==> config.mk <==
export PLATFORM = sky130hd
export DESIGN_NAME = ndigit_scan_display
export DESIGN_NICKNAME = d
export VERILOG_FILES = /design/src/rtl/ndigit_scan_display_pkg.sv /design/src/rtl/ndigit_scan_display_seg7_lut.sv /design/src/rtl/ndigit_scan_display.sv
export SDC_FILE = /design/constraint.sdc
export NUM_CORES = 1
export LEC_CHECK = 0
export CORE_MARGIN = 8
export CORE_UTILIZATION = 54
export CTS_CLUSTER_DIAMETER = 120
export DETAILED_ROUTE_END_ITERATION = 6
export PLACE_DENSITY_LB_ADDON = 0.1
export SLEW_MARGIN = 10
export SYNTH_ARGS = -nofsm -noshare
export SYNTH_HDL_FRONTEND = slang
export SYNTH_HIERARCHICAL = 1
export SYNTH_SLANG_ARGS = --single-unit
==> constraint.sdc <==
create_clock -name clk -period 4.1 [get_ports clk]
set_input_delay 1.025 -clock clk [delete_from_list [all_inputs] [get_ports clk]]
set_output_delay 1.025 -clock clk [all_outputs]
set_load 0.005 [all_outputs]
==> src/rtl/ndigit_scan_display_pkg.sv <==
// ndigit_scan_display_pkg: scan FSM state encoding and 7-segment patterns {G,F,E,D,C,B,A}
package ndigit_scan_display_pkg;
    typedef enum logic {BLANK, ON} state_e;
    localparam logic [9:0][6:0] SEG_DIGITS = {
        7'h6F, 7'h7F, 7'h07, 7'h7D, 7'h6D, 7'h66, 7'h4F, 7'h5B, 7'h06, 7'h3F
    };
    localparam logic [6:0] SEG_DASH = 7'b1000000;
    localparam logic [6:0] SEG_OFF  = 7'b0000000;
endpackage

==> src/rtl/ndigit_scan_display_seg7_lut.sv <==
// seg7_lut: combinational BCD nibble to segment decoder, dash for non-decimal values
module seg7_lut
    import ndigit_scan_display_pkg::*;
(
    input  logic [3:0] nib_i,
    output logic [6:0] seg_o
);
    assign seg_o = (nib_i > 4'd9) ? SEG_DASH : SEG_DIGITS[nib_i];
endmodule

==> src/rtl/ndigit_scan_display.sv <==
// ndigit_scan_display: multiplexed N-digit 7-segment driver with tear-free loads; SEG_DIMMING_EN adds PWM brightness
module ndigit_scan_display
    import ndigit_scan_display_pkg::*;
#(
    parameter int NDIGIT       = 4,
    parameter int DIV_CYCLES   = 25000,
    parameter int BLANK_CYCLES = 500,
    parameter int LZB          = 1
) (
    input  logic                  clk,
    input  logic                  rst,
`ifdef SEG_DIMMING_EN
    input  logic [3:0]            bright,
`endif
    input  logic [4*NDIGIT-1:0]   bcd_in,
    input  logic [NDIGIT-1:0]     dp_in,
    input  logic                  load,
    output logic                  load_ack,
    output logic [6:0]            seg,
    output logic                  seg_dp,
    output logic [NDIGIT-1:0]     anode,
    output logic                  frame_tick
);
    localparam int CW = $clog2(DIV_CYCLES);
    localparam int IW = (NDIGIT > 1) ? $clog2(NDIGIT) : 1;
    localparam logic [CW-1:0] CNT_LAST  = CW'(DIV_CYCLES - 1);
    localparam logic [CW-1:0] CNT_BLANK = CW'(BLANK_CYCLES);
    localparam logic [IW-1:0] IDX_LAST  = IW'(NDIGIT - 1);

    logic [CW-1:0]           cnt_q, cnt_d;
    logic [IW-1:0]           idx_q, idx_d;
    state_e                  state_q;
    logic [NDIGIT-1:0][3:0]  shadow_q, pend_q;
    logic [NDIGIT-1:0]       shadow_dp_q, pend_dp_q, anode_q, lz;
    logic                    pend_v_q, frame_tick_q, seg_dp_q, lit, z;
    logic [6:0]              seg_q, lut_seg;

    assign cnt_d = (cnt_q == CNT_LAST) ? '0 : cnt_q + 1'b1;
    assign idx_d = (cnt_q != CNT_LAST) ? idx_q : (idx_q == IDX_LAST) ? '0 : idx_q + 1'b1;
    // a load landing on the frame boundary is applied directly, so ack it in the same cycle
    assign load_ack   = frame_tick_q & (pend_v_q | load);
    assign frame_tick = frame_tick_q;
    assign anode      = anode_q;
    assign seg        = seg_q;
    assign seg_dp     = seg_dp_q;

    seg7_lut u_lut (.nib_i(shadow_q[idx_q]), .seg_o(lut_seg));

    always_comb begin
        lz = '0;
        z  = 1'b1;
        for (int i = NDIGIT - 1; i >= 0; i--) begin
            z     = z & (shadow_q[i] == 4'd0);
            lz[i] = z & (i != 0);
        end
    end

`ifdef SEG_DIMMING_EN
    logic [3:0] pwm_q;
    assign lit = (state_q == ON) && (pwm_q < bright);
    always_ff @(posedge clk) begin
        if (rst) pwm_q <= '0;
        else     pwm_q <= pwm_q + 1'b1;
    end
`else
    assign lit = (state_q == ON);
`endif

    always_ff @(posedge clk) begin
        if (rst) begin
            cnt_q        <= '0;
            idx_q        <= '0;
            state_q      <= BLANK;
            shadow_q     <= '0;
            shadow_dp_q  <= '0;
            pend_q       <= '0;
            pend_dp_q    <= '0;
            pend_v_q     <= 1'b0;
            anode_q      <= '0;
            seg_q        <= SEG_OFF;
            seg_dp_q     <= 1'b0;
            frame_tick_q <= 1'b0;
        end else begin
            cnt_q        <= cnt_d;
            idx_q        <= idx_d;
            state_q      <= (cnt_d < CNT_BLANK) ? BLANK : ON;
            frame_tick_q <= (cnt_d == CNT_LAST) && (idx_d == IDX_LAST);
            anode_q      <= lit ? (NDIGIT'(1) << idx_q) : '0;
            seg_q        <= (lit && !(LZB != 0 && lz[idx_q])) ? lut_seg : SEG_OFF;
            seg_dp_q     <= lit && shadow_dp_q[idx_q];
            if (load_ack) begin
                shadow_q    <= load ? bcd_in : pend_q;
                shadow_dp_q <= load ? dp_in : pend_dp_q;
                pend_v_q    <= 1'b0;
            end else if (load) begin
                pend_q    <= bcd_in;
                pend_dp_q <= dp_in;
                pend_v_q  <= 1'b1;
            end
        end
    end
endmodule

==> results of run 1 <==
==> how the worst max path moves through the flow <==
stage / from / end / slack, ps / cells past startpoint
after floorplan: load / load_ack / 1300 / 5
after global placement: load / load_ack / 830 / 4
after detailed placement: load / load_ack / 830 / 4
after CTS: load / load_ack / 830 / 4
after global routing: load / load_ack / 790 / 4
final: load / load_ack / 840 / 4
==> cells in the final DEF (no fill, tap or decap), drive strengths merged, types with 10 or more instances in the layout <==
cell and instances:
a211oi 21, a21oi 25, and2 10, clkbuf 11, clkdlybuf4s50 36, dfxtp 72
mux2i 21, nand2 56, nor2 45
==> stage by stage <==
| stage | total power (µW) | util (%) |
|---|---|---|
| finish | 1500 | 64.6 |
| global route | 1560 | 64.6 |
| CTS | 1520 | 64.6 |
| detailed placement | 820 | 60.5 |
| global placement | 818 | 60.5 |
| floorplan | 784 | - |
==> cell families after synthesis <==
logic type / count (synthesis) / synth area share (%)
AOI/OAI and AO/OA: 69 / 13.8
xor gates and xnor gates: 12 / 3.08
adders and majority gates: 7 / 2.56
buffers and inverters: 36 / 4.58
DFF: 72 / 42.2
muxes: 27 / 9.56
and+or+nand+nor: 164 / 24.2
==> tightest hold or removal path: stages, from the launching register on <==
cell	delay, ps
dfxtp_1	310
nand2_1	50
a21oi_1	50
==> state kept, by name (all words and copies together), names as in the netlist <==
name / cells
cnt_q: 15
shadow_dp_q: 4
shadow_q: 16
frame_tick: 1
seg: 7
pend_q: 16
seg_dp: 1
idx_q: 2
lit: 1
anode: 4
pend_dp_q: 4
pend_v_q: 1
==> synth_stat cells (5+ instances only) <==
library cell / count
a211oi_1: 21
a21oi_1: 25
and2_1: 10
buf_1: 5
buf_2: 5
clkbuf_1: 17
dfxtp_1: 72
ha_1: 7
inv_1: 5
mux2i_1: 21
nand2_1: 56
nand3_1: 8
nor2_1: 45
nor3b_1: 6
nor4_1: 6
xnor2_1: 8
==> cell type report <==
class,count,area share (%)
Multi-Input combinational cell,279,45.2
Sequential cell,72,35.8
Timing Repair Buffer,40,9.69
Clock buffer,11,3.76
Clock inverter,5,2.55
Tap cell,77,2.39
Inverter,7,0.652
==> layer usage <==
metal | up-vias | wire length [µm] | GRT usage [%]
li1 | 1403 | - | -
met1 | 1255 | 3190 | 20.2
met2 | 68 | 3290 | 26.7
met3 | 13 | 322 | 3.78
met4 | 0 | 99 | 6.53
met5 | - | 0 | 0
==> where the power goes <==
part	total [µW]	switching (µW)	leakage, µW	internal, µW
Clock	693	257	0.000126	436
Combinational	82.2	42.2	0.000767	40.0
Sequential	721	8.13	0.000585	713
Total	1500	307	0.00148	1190
==> metrics.cfg, run 1 <==
[status]
status=complete, no violations

[layout]
nets=439
stdcell_area_um2=4030
area_growth_pct=17.9
antennaDiodeCount=0
multi_input_area_um2=1820
fillers=557
layout.area.seq_um2=1440
final_cells=491
drive_above_1_share_pct=9.18

[yosys]
yosysTopAreaCell=dfxtp_1
syn-num-nets=417
ys_types=57
async_reset_ff_share_pct=0
syn_inst=387
synth-seq-cells=72
avgSynthCellArea_um2=8.83
syn_area_um2=3420
synth_warnings=6
netlist_top_cells_area=dfxtp_1 42%, mux2i_1 6.2%, nand2_1 6.2%, nor2_1 4.9%, a211oi_1 4.6%
synth_edf_count=0
ys.flop_type=dfxtp_1
netlist.area_leader.share_pct=42.2
synth_seq_area_share_pct=42.2

[routing]
vias=2739
wl_per_cell_um=14.1
dr.pass1.iters=5
drt_iter0_markers=88
detail-route-antenna-nets=0
wirelength_um=6900
via_per_inst=5.58
drcViolationCount=0

[floorplan]
dieHeight_um=95.5
die_x_um=95.5
initial_core_util_pct=54.8
die_area_um2=9130
io_pins=37
rows=29
core_um2=6240

[worst_setup_path]
cp_max_fo=2
ff2ff_setup_slack_ps=1680
path_delay_family=buffers and inverters
crit_type=in2out
cp_cell_sequence=clkdlybuf4s50_1 -> nor2_1 -> nor2b_2 -> clkdlybuf4s50_1
cpPeakStageDelay_ps=520
cp_slowest_cell=clkdlybuf4s50_1
ff2ff_path_depth=6
cp.arrival_ps=2240
required_ps=3070
startpoint_type=input pin
reg2reg_to=frame_tick
reg2reg_from=cnt_q[0]
crit_buf_inv=2
cpMostUsedCell=clkdlybuf4s50_1
endpoint_kind=primary output

[hold_path]
hold_path_startpoint=pend_q[9]
hp-class=reg2reg
hold_end=pend_q[9]
whs_path_depth=2

[sta]
relSlewSlack_pct=38.3
post-route-min-period_ps=3260
setup_tns_ps=0
grt_setup_unrepaired=false
skew_ps=6.91
fin_ws_ps=839
tightest_slew_ps=918
hold_slack_ps=453
finalSetupViolCount=0
report.final.slew_viol_count=0
fin_crit_sh_pct=79.5
hold_viol=0
max_freq_ghz=0.307

[clock_tree]
postCtsHoldBufs=0
clockBufferDepth=2
cts_root_buf=clkbuf_8
cts-resized-gates=0
cts_buffers=9
cts_sinks=72
htreeDepth=3
cts_setup_buffers=0
cts.clk_slew.worst_paths_ps=70
tritoncts=built
insertion_delay_ps=340

[global_routing]
track_usage_pct=16.3
grt_pass1_wl_um=11800
grt_max_degree=46
antenna_found_initial=0
overflow=0
grt_pass1_vias=2541

[place]
gp_congestion=0.873
dp.cells=475
hpwl_um=4850
place_worst_setup_slack_ps=827
placed_area_um2=3780
portBuffers=36

[power]
p_leak_uw=0.00148
ir_worst_vdd_mv=0.316
p_per_area_nw_per_um2=371

[flow_run]
drv_cap=0

No activity file was read; power rests on OpenSTA's default activity.
==> run 2, diff against run 1 <==
clock period = 3.05 ns   (was 4.1 ns; I/O delays follow)
==> metrics.cfg, run 2 (synthesis results as in run 1) <==
[status]
status=complete, no violations

[floorplan]
die_area_um2=9130
io_pins=37
rows=29
dieHeight_um=95.5
core_um2=6240
die_x_um=95.5
initial_core_util_pct=54.8

[place]
placed_area_um2=3780
gp_congestion=0.839
portBuffers=36
dp.cells=475
hpwl_um=4790

[global_routing]
grt_pass1_vias=2603
antenna_found_initial=0
track_usage_pct=16.2
grt_pass1_wl_um=11800
grt_max_degree=46
overflow=0

[routing]
drcViolationCount=0
via_per_inst=5.36
dr.pass1.iters=4
drt_iter0_markers=82
detail-route-antenna-nets=0
wl_per_cell_um=13.8
vias=2634
wirelength_um=6770

[clock_tree]
cts_sinks=72
cts_buffers=9
htreeDepth=3
clockBufferDepth=2
insertion_delay_ps=350
postCtsHoldBufs=0
cts-resized-gates=0
cts_root_buf=clkbuf_8
tritoncts=built
cts_setup_buffers=0
cts.clk_slew.worst_paths_ps=80

[sta]
hold_viol=0
post-route-min-period_ps=2740
setup_tns_ps=0
max_freq_ghz=0.365
hold_slack_ps=456
finalSetupViolCount=0
relSlewSlack_pct=44.6
grt_setup_unrepaired=false
fin_crit_sh_pct=89.8
skew_ps=10.2
report.final.slew_viol_count=0
tightest_slew_ps=824

[power]
p_per_area_nw_per_um2=440
power.switching_uw=427
clockPowerShare_pct=37.9
fin_total_pwr_uw=1740
power.internal_uw=1310
comb_power_share_pct=6.3
power_frac_seq_pct=55.8
p_leak_uw=0.00143
p_sw_share_pct=24.6
ir_worst_vdd_mv=0.362

[layout]
drive_above_1_share_pct=8.94
final_cells=491
final_cell_mix=72 x dfxtp_1, 56 x nand2_1, 45 x nor2_1, 36 x clkdlybuf4s50_1, 25 x a21oi_1
top_regs=pend_q x16, shadow_q x16, cnt_q x15
layout.area.seq_um2=1440
nets=439
mostFrequentLayoutCell=dfxtp_1
stdcell_area_um2=3950
antennaDiodeCount=0
fillers=558
area_growth_pct=15.6
multi_input_area_um2=1820

[worst_setup_path]
required_ps=2290
crit_type=in2out
cp_max_fo=2
startpoint_type=input pin
cp.arrival_ps=1980
endpoint_kind=primary output

[flow_run]
drv_cap=0

[hold_path]
hp-class=reg2reg

## run 2: cell type report
class                   count  share of cell area [%]
flip-flops and latches     72                    36.5
clock inverters             6                    1.14
inverters                   7                   0.665
well taps                  77                    2.44
multi-input cells         279                    46.1
repair buffers             40                    9.89
clock buffers              10                    3.23
## run 2: path summary, 6_finish.rpt
check                             startpoint      endpoint  slack, ps  cells past startpoint
worst max register to register      cnt_q[0]    frame_tick        630                      6
worst max-delay path                    load      load_ack        310                      4
worst min-delay path            pend_dp_q[3]  pend_dp_q[3]        460                      2
worst min register to register  pend_dp_q[3]  pend_dp_q[3]        460                      2
## run 2: worst max-delay path, stage by stage
cell and delay (ps):
clkdlybuf4s50_1 480, nor2_1 70, nor2b_2 140, clkdlybuf4s50_1 530
## run 2: power by group through the flow
stage	clock network, µW	logic [µW]	registers (µW)
after global placement	0	109	990
final	658	110	969
after CTS	688	111	969
after detailed placement	0	111	991
after global routing	716	124	971
after floorplan	0	66.8	987
## run 2: routing by layer
metal / GRT usage, % / part of all wire (%) / wire length, µm
met4: 6.27 / 1.3 / 85
met5: 0 / 0 / 0
met2: 26.2 / 47 / 3210
met3: 5.12 / 3.9 / 266
met1: 19.5 / 47 / 3210
## run 2: through the flow
stage	setup WS, ps	utilization, %
6_report	311	63.3
3_3_place_gp	309	60.5
5_1_grt	263	63.3
2_1_floorplan	779	-
4_1_cts	297	63.3
3_5_place_dp	297	60.5
